**config.mk**
```make
export PLATFORM = sky130hd
export DESIGN_NAME = s_pipe_skid_reg_flat
export DESIGN_NICKNAME = d
export VERILOG_FILES = /design/src/rtl/s_pipe_skid_reg_if.sv /design/src/rtl/s_pipe_skid_reg.sv /design/src/flat_wrapper.sv
export SDC_FILE = /design/constraint.sdc
export NUM_CORES = 1
export LEC_CHECK = 0
export BUFFER_PORTS_ARGS = -buffer_cell sky130_fd_sc_hd__buf_2
export CAP_MARGIN = 10
export CORE_ASPECT_RATIO = 1.5
export CORE_MARGIN = 4
export CORE_UTILIZATION = 50
export CTS_BUF_LIST = sky130_fd_sc_hd__clkbuf_8
export DETAILED_ROUTE_END_ITERATION = 10
export HOLD_SLACK_MARGIN = 0.05
export PLACE_DENSITY = 0.82
export SYNTH_ARGS = -nofsm -noshare
export SYNTH_HDL_FRONTEND = slang
export SYNTH_SLANG_ARGS = --single-unit
```
**constraint.sdc**
```tcl
create_clock -name clk -period 3 [get_ports clk]
set_input_delay 0.6 -clock clk [delete_from_list [all_inputs] [get_ports clk]]
set_output_delay 0.6 -clock clk [all_outputs]
set_load 0.05 [all_outputs]
```
**src/rtl/s_pipe_skid_reg_if.sv**
```systemverilog
// Valid/ready handshake bundle for s_pipe_skid_reg: upstream (in_*) and downstream (out_*) sides.
// slave = the pipeline stage's view; master = the surrounding environment's view.
`ifndef WORD_WIDTH
`define WORD_WIDTH 32
`endif

interface s_pipe_skid_reg_if #(
    parameter int unsigned DATA_WIDTH = `WORD_WIDTH
);
    logic                  in_valid;
    logic                  in_ready;
    logic [DATA_WIDTH-1:0] in_data;
    logic                  out_valid;
    logic                  out_ready;
    logic [DATA_WIDTH-1:0] out_data;

    modport slave (
        input  in_valid, in_data, out_ready,
        output in_ready, out_valid, out_data
    );

    modport master (
        output in_valid, in_data, out_ready,
        input  in_ready, out_valid, out_data
    );
endinterface

```
**src/rtl/s_pipe_skid_reg.sv**
```systemverilog
// Elastic valid/ready pipeline stage with a 2-entry skid buffer, flush-to-bubble and hold.
// Optional S_PIPE_SKID_STALL_CNT_EN adds stall_cnt (saturating stall counter) and skid_active.
`ifndef WORD_WIDTH
`define WORD_WIDTH 32
`endif

module s_pipe_skid_reg #(
    parameter int unsigned DATA_WIDTH   = `WORD_WIDTH,
    parameter bit          BUBBLE_VALID = 1'b0
) (
    input  logic                  clk,
    input  logic                  rst_n,
    input  logic                  flush_i,
    input  logic                  hold_i,
    input  logic [DATA_WIDTH-1:0] bubble_i,
`ifdef S_PIPE_SKID_STALL_CNT_EN
    output logic [31:0]           stall_cnt,
    output logic                  skid_active,
`endif
    s_pipe_skid_reg_if.slave      pipe
);

    typedef enum logic [1:0] {
        EMPTY = 2'b00,
        FULL  = 2'b01,
        SKID  = 2'b11
    } state_t;

    state_t                state;
    logic [DATA_WIDTH-1:0] main_q;
    logic [DATA_WIDTH-1:0] skid_q;
    logic                  main_v;
    logic                  in_fire;
    logic                  out_fire;
    logic                  state_legal;

    // Ready depends only on registered state plus the stage's own control inputs.
    assign main_v        = (state == FULL) || (state == SKID);
    assign state_legal   = (state == EMPTY) || (state == FULL) || (state == SKID);
    assign pipe.in_ready = (state != SKID) && !hold_i && !flush_i;
    assign pipe.out_valid = main_v && !hold_i;
    assign pipe.out_data = main_q;

    assign in_fire  = pipe.in_valid && pipe.in_ready;
    assign out_fire = pipe.out_valid && pipe.out_ready;

    always_ff @(posedge clk or negedge rst_n) begin
        if (!rst_n) begin
            state  <= EMPTY;
            main_q <= '0;
            skid_q <= '0;
        end else if (flush_i) begin
            state  <= BUBBLE_VALID ? FULL : EMPTY;
            main_q <= bubble_i;
        end else if (!state_legal) begin
            state <= EMPTY;
        end else if (!hold_i) begin
            case (state)
                EMPTY: begin
                    if (in_fire) begin
                        state  <= FULL;
                        main_q <= pipe.in_data;
                    end
                end
                FULL: begin
                    case ({in_fire, out_fire})
                        2'b11: main_q <= pipe.in_data;
                        2'b01: state  <= EMPTY;
                        2'b10: begin
                            state  <= SKID;
                            skid_q <= pipe.in_data;
                        end
                        default: ;
                    endcase
                end
                SKID: begin
                    if (out_fire) begin
                        state  <= FULL;
                        main_q <= skid_q;
                    end
                end
                default: state <= EMPTY;
            endcase
        end
    end

`ifdef S_PIPE_SKID_STALL_CNT_EN
    assign skid_active = (state == SKID);

    always_ff @(posedge clk or negedge rst_n) begin
        if (!rst_n) begin
            stall_cnt <= '0;
        end else if (flush_i) begin
            stall_cnt <= '0;
        end else if (main_v && !pipe.out_ready && !hold_i && (stall_cnt != '1)) begin
            stall_cnt <= stall_cnt + 32'd1;
        end
    end
`endif

endmodule
```
**src/flat_wrapper.sv**
```systemverilog
// flat-port wrapper written by rule: the top's interface ports become plain ports
module s_pipe_skid_reg_flat 
#(
    parameter int unsigned DATA_WIDTH   = `WORD_WIDTH,
    parameter bit          BUBBLE_VALID = 1'b0
)
  (clk, rst_n, flush_i, hold_i, bubble_i, pipe_in_valid, pipe_in_data, pipe_out_ready, pipe_in_ready, pipe_out_valid, pipe_out_data);
  s_pipe_skid_reg_if #(.DATA_WIDTH(DATA_WIDTH)) pipe_i ();
  input  logic clk;
  input  logic rst_n;
  input  logic flush_i;
  input  logic hold_i;
  input  logic [DATA_WIDTH-1:0] bubble_i;
  input wire logic [$bits(pipe_i.in_valid)-1:0] pipe_in_valid;
  input wire logic [$bits(pipe_i.in_data)-1:0] pipe_in_data;
  input wire logic [$bits(pipe_i.out_ready)-1:0] pipe_out_ready;
  output wire logic [$bits(pipe_i.in_ready)-1:0] pipe_in_ready;
  output wire logic [$bits(pipe_i.out_valid)-1:0] pipe_out_valid;
  output wire logic [$bits(pipe_i.out_data)-1:0] pipe_out_data;
  assign pipe_i.in_valid = pipe_in_valid;
  assign pipe_i.in_data = pipe_in_data;
  assign pipe_i.out_ready = pipe_out_ready;
  assign pipe_in_ready = pipe_i.in_ready;
  assign pipe_out_valid = pipe_i.out_valid;
  assign pipe_out_data = pipe_i.out_data;
  s_pipe_skid_reg #(.DATA_WIDTH(DATA_WIDTH), .BUBBLE_VALID(BUBBLE_VALID)) u_core (.clk(clk), .rst_n(rst_n), .flush_i(flush_i), .hold_i(hold_i), .bubble_i(bubble_i), .pipe(pipe_i));
endmodule
```
==> reports/summary.txt <==
========================================================================================
Ratio of cells with drive above 1 in the final layout .....................        37.4%
Prevailing post-synth register cell .......................................      dfrtp_1
Outcome ...................................................................    completed
Required time at the endpoint of the critical path ........................      2.40 ns
Number of clock sinks .....................................................           66
Top delay family on crit path ............................................. buffers and inverters
Simple logic cell fraction of the synthesized area ........................        14.4%
Worst endpoint data arrival time ..........................................      1.89 ns
F_max .....................................................................    0.401 GHz
Number of max-capacitance violations reported .............................            0
CP Buf/Inv Count ..........................................................            2
Top post-synthesis cells by area .......................................... dfrtp_1 (44%), mux2_4 (12%), mux2i_1 (9.0%)
Final sum of negative setup slack .........................................         0 ns
Time the final worst path needs with I/O delays and setup .................      2.49 ns
Number of global-route vias before repair .................................         3300
Number of buffers inserted during clock tree synthesis ....................            9
Setup repair after global routing missed its margin .......................           no
Final layout net count ....................................................          524
Number of H-tree levels ...................................................            3
Least setup slack across all paths after layout ...........................     0.506 ns
Total routing resource utilization after global routing ...................        22.4%
Routed wire per std cell ..................................................      17.3 um
Post-DP HPWL ..............................................................      6890 um
Max-Slew Margin vs Limit ..................................................        47.1%
Cell count after synthesis ................................................          354
Worst reg2reg startpoint .................................................. u_core.state[1]$_DFFE_PN0P_
Maximum clock path buffer count ...........................................            2
VDD IR max ................................................................     0.330 mV
Mapped Nets ...............................................................          429
Detailed router's first-iteration violation count .........................          221
Remaining global-route overflow ...........................................            0
Number of port buffers ....................................................          103
Effective utilization at floorplan ........................................        51.7%
Critical setup path kind .................................................. register to primary output
Core Box Area .............................................................    7270 um^2
Total I/O pin count .......................................................          104
Largest net degree at the start of global routing .........................           44
Final period util .........................................................        83.1%
Most heavily used metal layer in global routing ...........................         met2
Vias/cell .................................................................         5.59
Adder-cell area share of the yosys netlist ................................        1.66%
Internal power of the cells ...............................................      1.65 mW
Worst-skew pair later-pin latency .........................................      0.34 ns
DRC violation count after routing .........................................            0
Average footprint of a synthesized cell ...................................    10.6 um^2
Antenna Nets Post-Route ...................................................            0
Fraction of power consumed by the clock network ...........................        34.0%
Reg2Reg Setup Slack .......................................................      0.66 ns
Total via count in the routed design ......................................         3096
Largest family of logic cells by synthesized area ......................... multiplexers
Critical Path Sink Type ................................................... primary output
Largest area contributor in the synthesized netlist .......................      dfrtp_1
Warnings, synthesis .......................................................            0
Weighted congestion at the end of routability-driven global placement .....        0.851
Combinational fraction of design power ....................................        23.3%
Slew at the pin closest to its max-slew limit .............................     0.787 ns
Area of the die ...........................................................    9000 um^2
Total count of hold-check failures in the final report ....................            0
Most frequent cells after synthesis ....................................... dfrtp_1 (66), mux2i_1 (34), nand2_1 (34), nand2b_1 (32), o211ai_1 (32)
Fraction of post-synthesis cell area in the top cell type by area .........        43.9%
Switching share of power ..................................................        31.7%
Crit-path max cell delay ..................................................      0.50 ns
# Post-CTS Setup Buffers ..................................................            0
M2 GR Usage ...............................................................        39.3%
Count of cells resized by post-cts repair .................................            0
Cell with the most instances after synthesis ..............................      dfrtp_1
Number of buffers added to fix hold violations after cts ..................            0
TritonCTS clock tree ......................................................         done
Area growth syn-to-layout .................................................        22.1%
Post-synthesis cell type count ............................................           31
Final count of negative-setup-slack endpoints .............................            0
Number of search-and-repair iterations in the first detailed-routing pass .            4
Wire length of the first global-routing pass ..............................     15800 um
Antenna violations before repair ..........................................            0
Switching Power ...........................................................     0.769 mW
Number of synthesized register bits .......................................           66
Share of cell area taken by muxes after synthesis .........................        21.5%
Worst Hold Margin .........................................................     0.290 ns
Crit path max fanout ......................................................           33
Share of synthesized area occupied by flip-flops and latches ..............        43.9%
Root buffer selected by CTS ...............................................     clkbuf_8
Critical register-to-register path endpoint ............................... u_core.pipe.out_data[3]$_DFFE_PN0P_
Critical path launch point type ...........................................     register
Ys async rst share ........................................................         100%
Placement row count .......................................................           38
Cell count of the worst reg-to-reg path ...................................            6
Synth Area in Compound Gates ..............................................        14.3%
Leakage power total .......................................................      2.15 nW
Worst setup timing slack at the placement stage ...........................     0.671 ns
Chain of cells forming the critical path .................................. ha_2 > buf_4 > nor3_1 > buf_2
Total count of max-transition violations in the final report ..............            0
Cell at the slowest stage of the critical path ............................        buf_4
Mapped cell area ..........................................................    3760 um^2
Total power density per cell area .........................................  527 nW/um^2
XOR/XNOR Fraction of Synth Area ...........................................       0.233%
Chip Height ...............................................................       114 um
Number of synthesized flops with an enable pin ............................            0
Overall die width .........................................................      78.8 um
Final routed wirelength across all metal layers ...........................      9590 um
Worst Hold Class .......................................................... input port to asynchronous set/reset pin
Antenna cell count ........................................................            0
GRT met3 Usage ............................................................        5.51%
Register share of total power .............................................        42.8%
Clock Skews ...............................................................    0.0102 ns
Post-layout util ..........................................................        63.1%
Clock transition at path regs .............................................      0.08 ns
M1 GR Usage ...............................................................        25.9%
========================================================================================
==> cell families (layout without fill, tap and decap cells) <==
group / Yosys count / count (layout)
DFF: 66 / 66
adders and majority gates: 5 / 5
muxes: 66 / 66
and+or+nand+nor: 103 / 103
AOI/OAI and AO/OA: 80 / 80
buffers and inverters: 33 / 133
xor gates and xnor gates: 1 / 1
==> placed cells by master, fill, tap and decap left out, drive strengths merged, types with 2 or more instances in the layout <==
cell	instances
nor3	23
clkinv	3
o21a	2
inv	2
mux2	32
clkbuf	9
buf	115
bufinv	2
nand2	34
clkinvlp	2
o21ai	23
mux2i	34
nor4b	2
nand2b	32
a21oi	11
nor2	4
nor2b	3
ha	5
o211ai	32
a2bb2oi	10
dfrtp	66
==> worst reg2reg max path, delay by kind of cell (launching register included) <==
kind	cells	cell delay [ns]
adders and majority gates	1	0.28
AOI/OAI and AO/OA	3	1.09
buffers and inverters	1	0.09
DFF	1	0.43
and+or+nand+nor	1	0.30
==> area by class of cell <==
| cell class | count | area, um^2 |
|---|---|---|
| Clock inverter | 7 | 93.8 |
| Tap cell | 100 | 125 |
| Inverter | 2 | 7.51 |
| Timing Repair Buffer | 115 | 618 |
| Sequential cell | 66 | 1650 |
| Multi-Input combinational cell | 255 | 1970 |
| Clock buffer | 9 | 124 |
| Fill cell | 599 | 2680 |
==> power by group through the flow <==
stage	Clock (mW)	Combinational, mW	Sequential, mW
after floorplan	0	0.213	1.22
after global placement	0	0.552	1.05
after detailed placement	0	0.565	1.05
after CTS	0.837	0.567	1.04
after global routing	0.878	0.604	1.05
final	0.823	0.563	1.04
==> how the worst max path moves through the flow <==
stage,slack [ns],cells past startpoint,to,start
final,0.51,4,pipe_in_ready,u_core.state[0]$_DFFE_PN0P_
after floorplan,0.12,4,pipe_in_ready,flush_i
after detailed placement,0.67,6,u_core.skid_q[8]$_DFFE_PN0P_,flush_i
after CTS,0.49,4,pipe_in_ready,u_core.state[0]$_DFFE_PN0P_
after global routing,0.42,4,pipe_in_ready,u_core.state[1]$_DFFE_PN0P_
after global placement,0.75,6,u_core.skid_q[8]$_DFFE_PN0P_,flush_i
==> per-layer routing <==
metal	vias to the layer above	share of wire, %
met5	-	0
met4	0	3.1
met3	20	4.3
met2	101	52
met1	1518	41
li1	1457	-
==> through the flow <==
step / total power, mW / cells / cell area [um^2]
CTS: 2.44 / 554 / 4590
global route: 2.53 / 554 / 4590
detailed placement: 1.61 / 538 / 4380
floorplan: 1.43 / 354 / 3760
global placement: 1.60 / 538 / 4380
finish: 2.42 / 554 / 4590
==> flip-flops by register name, indices dropped and copies added (netlist names) <==
signal,flops
u_core.pipe.out_data,32
u_core.skid_q,32
u_core.state,2
Note: power is estimated with default switching activity, not from simulation.
